[src/rtl/jtag_scan_ctrl.sv]
// JTAG master: sequences the TAP from the system clock domain.
// Runs TAP reset, IR/DR scans and idle cycles, then parks the TAP in Run-Test/Idle.
module jtag_scan_ctrl #(
    parameter int TCK_DIV = 4,
    parameter int MAX_LEN = 32
) (
    input  logic               clk,
    input  logic               rst_n,
    input  logic               cmd_valid,
    output logic               cmd_ready,
    input  logic [1:0]         cmd_op,
    input  logic [5:0]         cmd_len,
    input  logic [MAX_LEN-1:0] cmd_data,
    output logic               rsp_valid,
    input  logic               rsp_ready,
    output logic [MAX_LEN-1:0] rsp_data,
    output logic               busy,
    output logic               tck,
    output logic               tms,
    output logic               tdi,
    input  logic               tdo
);
    localparam int DW = (TCK_DIV > 1) ? $clog2(TCK_DIV) : 1;
    localparam int IW = (MAX_LEN > 1) ? $clog2(MAX_LEN) : 1;
    localparam logic [1:0] OP_RST  = 2'b00;
    localparam logic [1:0] OP_IR   = 2'b01;
    localparam logic [1:0] OP_DR   = 2'b10;
    localparam logic [1:0] OP_IDLE = 2'b11;

    typedef enum logic [2:0] {
        S_IDLE, S_HDR, S_SHIFT, S_TRL, S_RESP
    } state_t;

    state_t             r_state, w_state, w_done;
    logic [1:0]         r_op, w_op;
    logic [5:0]         r_len, w_len, r_cnt, w_cnt;
    logic [5:0]         w_cmd_len, w_last;
    logic [MAX_LEN-1:0] r_data, w_data, r_cap, w_cap;
    logic [DW-1:0]      r_div, w_div;
    logic               r_tck, w_tck, r_tms, w_tms;
    logic               r_tdi, w_tdi, r_auto, w_auto;
    logic               w_tc, w_scan;

    // tms/tdi for bit cnt of the given phase; zero once parked
    function automatic logic [1:0] bit_out(
        input state_t             s,
        input logic [1:0]         op,
        input logic [5:0]         len,
        input logic [MAX_LEN-1:0] data,
        input logic [5:0]         cnt
    );
        logic b_tms, b_tdi;
        b_tms = 1'b0;
        b_tdi = 1'b0;
        case (s)
            S_HDR: begin
                if (op == OP_IR) b_tms = (cnt < 6'd2);
                else             b_tms = (cnt == 6'd0);
            end
            S_SHIFT: begin
                unique case (1'b1)
                    op == OP_RST:  b_tms = (cnt < 6'd6);
                    op == OP_IDLE: b_tms = 1'b0;
                    default: begin
                        b_tms = (cnt == len - 6'd1);
                        b_tdi = data[cnt[IW-1:0]];
                    end
                endcase
            end
            S_TRL:   b_tms = (cnt == 6'd0);
            default: b_tms = 1'b0;
        endcase
        return {b_tms, b_tdi};
    endfunction

    assign w_tc   = (r_div == DW'(TCK_DIV - 1));
    assign w_scan = (r_op == OP_IR) || (r_op == OP_DR);
    assign w_done = r_auto ? S_IDLE : S_RESP;

    always_comb begin
        if (cmd_len == 6'd0)                w_cmd_len = 6'd1;
        else if (cmd_len > 6'(MAX_LEN))     w_cmd_len = 6'(MAX_LEN);
        else                                w_cmd_len = cmd_len;
    end

    always_comb begin
        case (r_state)
            S_HDR:   w_last = (r_op == OP_IR) ? 6'd3 : 6'd2;
            S_SHIFT: w_last = (r_op == OP_RST) ? 6'd6 : r_len - 6'd1;
            default: w_last = 6'd1;
        endcase
    end

    always_comb begin
        w_state = r_state;
        w_op    = r_op;
        w_len   = r_len;
        w_data  = r_data;
        w_cap   = r_cap;
        w_cnt   = r_cnt;
        w_div   = r_div;
        w_tck   = r_tck;
        w_tms   = r_tms;
        w_tdi   = r_tdi;
        w_auto  = r_auto;
        case (r_state)
            S_IDLE: begin
                if (cmd_valid) begin
                    w_op   = cmd_op;
                    w_len  = w_cmd_len;
                    w_data = cmd_data;
                    w_cap  = '0;
                    w_cnt  = 6'd0;
                    w_div  = '0;
                    if (cmd_op == OP_IR || cmd_op == OP_DR)
                        w_state = S_HDR;
                    else
                        w_state = S_SHIFT;
                    {w_tms, w_tdi} = bit_out(w_state, cmd_op,
                                             w_cmd_len, cmd_data, 6'd0);
                end
            end
            S_RESP: begin
                if (rsp_ready) w_state = S_IDLE;
            end
            default: begin
                w_div = w_tc ? '0 : r_div + DW'(1);
                if (w_tc) begin
                    w_tck = ~r_tck;
                    if (!r_tck) begin
                        // tdo still holds the value from before the TAP posedge
                        if (r_state == S_SHIFT && w_scan)
                            w_cap[r_cnt[IW-1:0]] = tdo;
                    end else begin
                        if (r_cnt == w_last) begin
                            w_cnt = 6'd0;
                            case (r_state)
                                S_HDR:   w_state = S_SHIFT;
                                S_SHIFT: w_state = w_scan ? S_TRL : w_done;
                                default: w_state = w_done;
                            endcase
                            if (w_state == w_done) w_auto = 1'b0;
                        end else begin
                            w_cnt = r_cnt + 6'd1;
                        end
                        {w_tms, w_tdi} = bit_out(w_state, r_op,
                                                 r_len, r_data, w_cnt);
                    end
                end
            end
        endcase
    end

    // reset lands directly in the TAP_RESET stream so the TAP is re-synced
    always_ff @(posedge clk or negedge rst_n) begin
        if (!rst_n) begin
            r_state <= S_SHIFT;
            r_op    <= OP_RST;
            r_auto  <= 1'b1;
            r_len   <= 6'd0;
            r_data  <= '0;
            r_cap   <= '0;
            r_cnt   <= 6'd0;
            r_div   <= '0;
            r_tck   <= 1'b0;
            r_tms   <= 1'b1;
            r_tdi   <= 1'b0;
        end else begin
            r_state <= w_state;
            r_op    <= w_op;
            r_auto  <= w_auto;
            r_len   <= w_len;
            r_data  <= w_data;
            r_cap   <= w_cap;
            r_cnt   <= w_cnt;
            r_div   <= w_div;
            r_tck   <= w_tck;
            r_tms   <= w_tms;
            r_tdi   <= w_tdi;
        end
    end

    assign cmd_ready = (r_state == S_IDLE);
    assign rsp_valid = (r_state == S_RESP);
    assign busy      = (r_state == S_HDR) || (r_state == S_SHIFT)
                    || (r_state == S_TRL);
    assign rsp_data  = r_cap;
    assign tck       = r_tck;
    assign tms       = r_tms;
    assign tdi       = r_tdi;

endmodule
[config.mk]
export PLATFORM = sky130hd
export DESIGN_NAME = jtag_scan_ctrl
export DESIGN_NICKNAME = d
export VERILOG_FILES = /design/src/rtl/jtag_scan_ctrl.sv
export SDC_FILE = /design/constraint.sdc
export NUM_CORES = 1
export LEC_CHECK = 0
export ABC_AREA = 1
export CAP_MARGIN = 20
export CORE_AREA = 2 2 108 110
export CTS_CLUSTER_SIZE = 14
export DETAILED_ROUTE_END_ITERATION = 12
export DIE_AREA = 0 0 110 112
export PLACE_DENSITY = 0.69
export SLEW_MARGIN = 15
export SYNTH_ARGS = -nofsm -noshare
export SYNTH_HDL_FRONTEND = slang
export SYNTH_SLANG_ARGS = --single-unit
[constraint.sdc]
create_clock -name clk -period 1.9 [get_ports clk]
set_input_delay 0.285 -clock clk [delete_from_list [all_inputs] [get_ports clk]]
set_output_delay 0.285 -clock clk [all_outputs]
set_load 0.02 [all_outputs]
==> results.ini <==
[status]
status=finished with violations
failed_checks=negative setup slack

[clock_network]
clock-sinks=87
clk_pin_slew_worst_paths_ns=0.06
cts_buffers=9
clock_path_buffers=2
cts_tree=built
htreeDepth=3
cts_root_buf=clkbuf_16
clk_latency_ns=0.36

[yosys]
synth_area_leaders=dfrtp_1 (43%), nand2_1 (16%), nand3_1 (5.5%)
syn_nets=716
ys_top_cells_by_count=nand2_1 (213), dfrtp_1 (84), inv_1 (63)
yosysTopAreaCellShare_pct=42.6
yosysWarningCount=0
synth.most_common_cell=nand2_1
async_flop_share_pct=100
ys_seq_area_share_pct=44.2
syn_inst=662
ys.flop_type=dfrtp_1
synth_enable_flop_cells=0
ys_types=36
syn_area_um2=4930
yosys.area.top_type=dfrtp_1
avgSynthCellArea_um2=7.45
ys_ff_latch=87

[worst_setup_path]
path_delay_family=simple AND/OR/NAND/NOR gates
crit_start=r_state[1]
crit_arrival_ns=2.62
timing.rr.start=r_state[1]
cpMostUsedCell=nand2_1
path_max_fanout=6
required_ns=2.19
cp_num_cells=18
path_cells=nand2_4 > nor2_4 > nand3_2 > nand2_1 > nand2_2 > nor2_4 > nand2_4 > buf_6 > buf_4 > nand3_2 > nand3_1 > nand2_1 > nand2_1 > nand3_1 > nand2_1 > nor2_1 > nand2_1 > nand2_1
path_buf_inv=2
slowest_delay_ns=0.58
worstRegToRegCells=18
path_class=flip-flop to flip-flop
cp_slowest_cell=dfstp_2
end_kind=flip-flop
start_kind=flip-flop

[sta]
hold_ws_ns=0.372
fmax_ghz=0.429
finalHoldViolCount=0
relSlewSlack_pct=46.3
worstMarginPinSlew_ns=0.805
setup_viol=44
min_period_ns=2.33
setup_slack_ns=-0.429
drv_slew=0
finalCritPeriodShare_pct=123
clock_skew_ns=0.0104
rsz0062_at_grt=yes

[die]
die_area_um2=12300
fp.coreArea_um2=11200
rows=39
chipHeight_um=112
start_util_pct=44.1
die_w_um=110
io_pins=83

[global_route]
grt_max_degree=51
antenna_found_initial=0
grt_pass1_wl_mm=24.6
grt_pass1_vias=5248
grt.overflow.total=0
grt_usage_pct=25.6

[routing]
vias_per_cell=5.39
first_pass_iters=5
drt_iter0_markers=287
wl_per_cell_um=16.4
antenna_left=0
finalWirelength_mm=16.2
drc=0
vias=5307

[placed_design]
hpwl_mm=10.1
dpl-instance-area_um2=6460
gp_congestion=0.917
dp.cells=940
portBuffers=82

[power_and_ir_drop]
vdd_drop_max_uv=726
power_mw=12.3
p_leak_nw=3.59
power_density_nw_per_um2=1580

[finish]
regArea_um2=2180
multi_input_area_um2=2970
final_nets=892
fill_cells=855
final_area_um2=7790
syn2layout_area_growth_pct=58.1
num_antenna_cells=0
post-route-util_pct=69.7
fin_cells=985
drive_gt1_share_pct=29.3

[worst_hold_path]
min_path_type=primary input to async pin

[run]
cap_viol_max_count=0

[layer usage]
layer | GRT usage, % | vias to the layer above | part of all wire (%)
met1 | 31.0 | 2541 | 39
li1 | - | 2527 | -
met2 | 43.4 | 186 | 52
met3 | 4.63 | 53 | 5.1
met5 | 0 | - | 0
met4 | 12.2 | 0 | 4.1
[sequential cells by signal, indices dropped and copies added (netlist names)]
name / flops
r_op: 2
r_cnt: 6
r_div: 2
rsp_data: 32
r_len: 6
tck: 1
r_data: 32
tms: 1
tdi: 1
r_state: 3
r_auto: 1
[cell families after synthesis]
logic type	Yosys count	share of synthesized area [%]
flops	87	44.2
simple gates	337	29.7
xor+xnor	3	0.533
compound gates	120	14.5
buf+inv	106	8.71
fa+ha+maj	9	2.28
[stage by stage]
| stage | TNS [ns] | setup slack (ns) |
|---|---|---|
| after floorplan | -0.201 | -0.101 |
| after global placement | -3.88 | -0.460 |
| after detailed placement | -4.70 | -0.536 |
| after CTS | -4.62 | -0.375 |
| after global routing | -15.02 | -0.580 |
| final | -11.13 | -0.429 |
[power breakdown]
group	switching (mW)	internal (mW)
clock	0.765	1.18
sequential	0.339	2.41
combinational	4.36	3.24
total	5.47	6.83
[path summary, 6_finish.rpt]
| check | endpoint | slack, ns |
|---|---|---|
| hold reg to reg | r_data[17] | 0.47 |
| max in group asynchronous | r_state[1] | 0.89 |
| setup / recovery | tdi | -0.43 |
| setup reg to reg | tdi | -0.43 |
| hold / removal | rsp_data[2] | 0.37 |
| min in group clk | r_data[18] | 0.46 |
[final cells by class]
| class | count | area share [%] |
|---|---|---|
| clock buffer | 10 | 3.07 |
| clock inverter | 5 | 1.06 |
| timing repair buffer | 193 | 23.6 |
| multi-input combinational | 470 | 38.2 |
| sequential | 87 | 28.0 |
| tap | 143 | 2.30 |
| inverter | 77 | 3.85 |
[worst register-to-register path, cell delays in order, from the launching register on]
cell and delay [ns]:
dfstp_2 0.58, nand2_4 0.08, nor2_4 0.22, nand3_2 0.10, nand2_1 0.08, nand2_2 0.07
nor2_4 0.19, nand2_4 0.12, buf_6 0.13, buf_4 0.13, nand3_2 0.05, nand3_1 0.08
nand2_1 0.06, nand2_1 0.04, nand3_1 0.06, nand2_1 0.05, nor2_1 0.09, nand2_1 0.05
nand2_1 0.06
[placed cells by master, fill, tap and decap left out, types with 2 or more instances in the layout]
cell / synthesis / layout
buf_6: 3 / 17
o22ai_2: 0 / 5
clkinv_1: 2 / 2
o21ai_4: 0 / 2
clkbuf_16: 0 / 9
nand2_4: 2 / 8
clkdlybuf4s50_1: 0 / 78
buf_16: 0 / 2
nand3_2: 2 / 9
dfstp_2: 3 / 3
xor2_1: 3 / 3
nor2_1: 39 / 32
o21ai_0: 47 / 43
o21ai_1: 5 / 5
nor2_4: 5 / 11
bufinv_16: 0 / 2
dfrtp_1: 84 / 82
clkinv_4: 0 / 2
dfrtp_2: 0 / 2
inv_1: 63 / 55
nor2_2: 2 / 3
o21ai_2: 2 / 4
buf_12: 0 / 7
o31ai_2: 0 / 3
a21oi_1: 19 / 18
nand2_2: 4 / 14
ha_4: 0 / 2
o22ai_1: 12 / 6
nor3_2: 2 / 2
inv_2: 12 / 17
buf_4: 0 / 87
nand3_1: 54 / 46
nand2_1: 213 / 197
o31ai_4: 0 / 25
ha_1: 9 / 7
nand4_1: 8 / 8
nand3b_1: 5 / 5
[repair_timing]
action                                 in CTS  in global routing
setup endpoints to repair                  43                 49
buffers inserted                           13                 17
pin swaps                                  13                 24
hold buffers                                1                  0
endpoints found under the hold margin      21                  0
gates cloned                                4                  0
gates resized for setup                    88                 79
(Power assumes the default switching activity.)
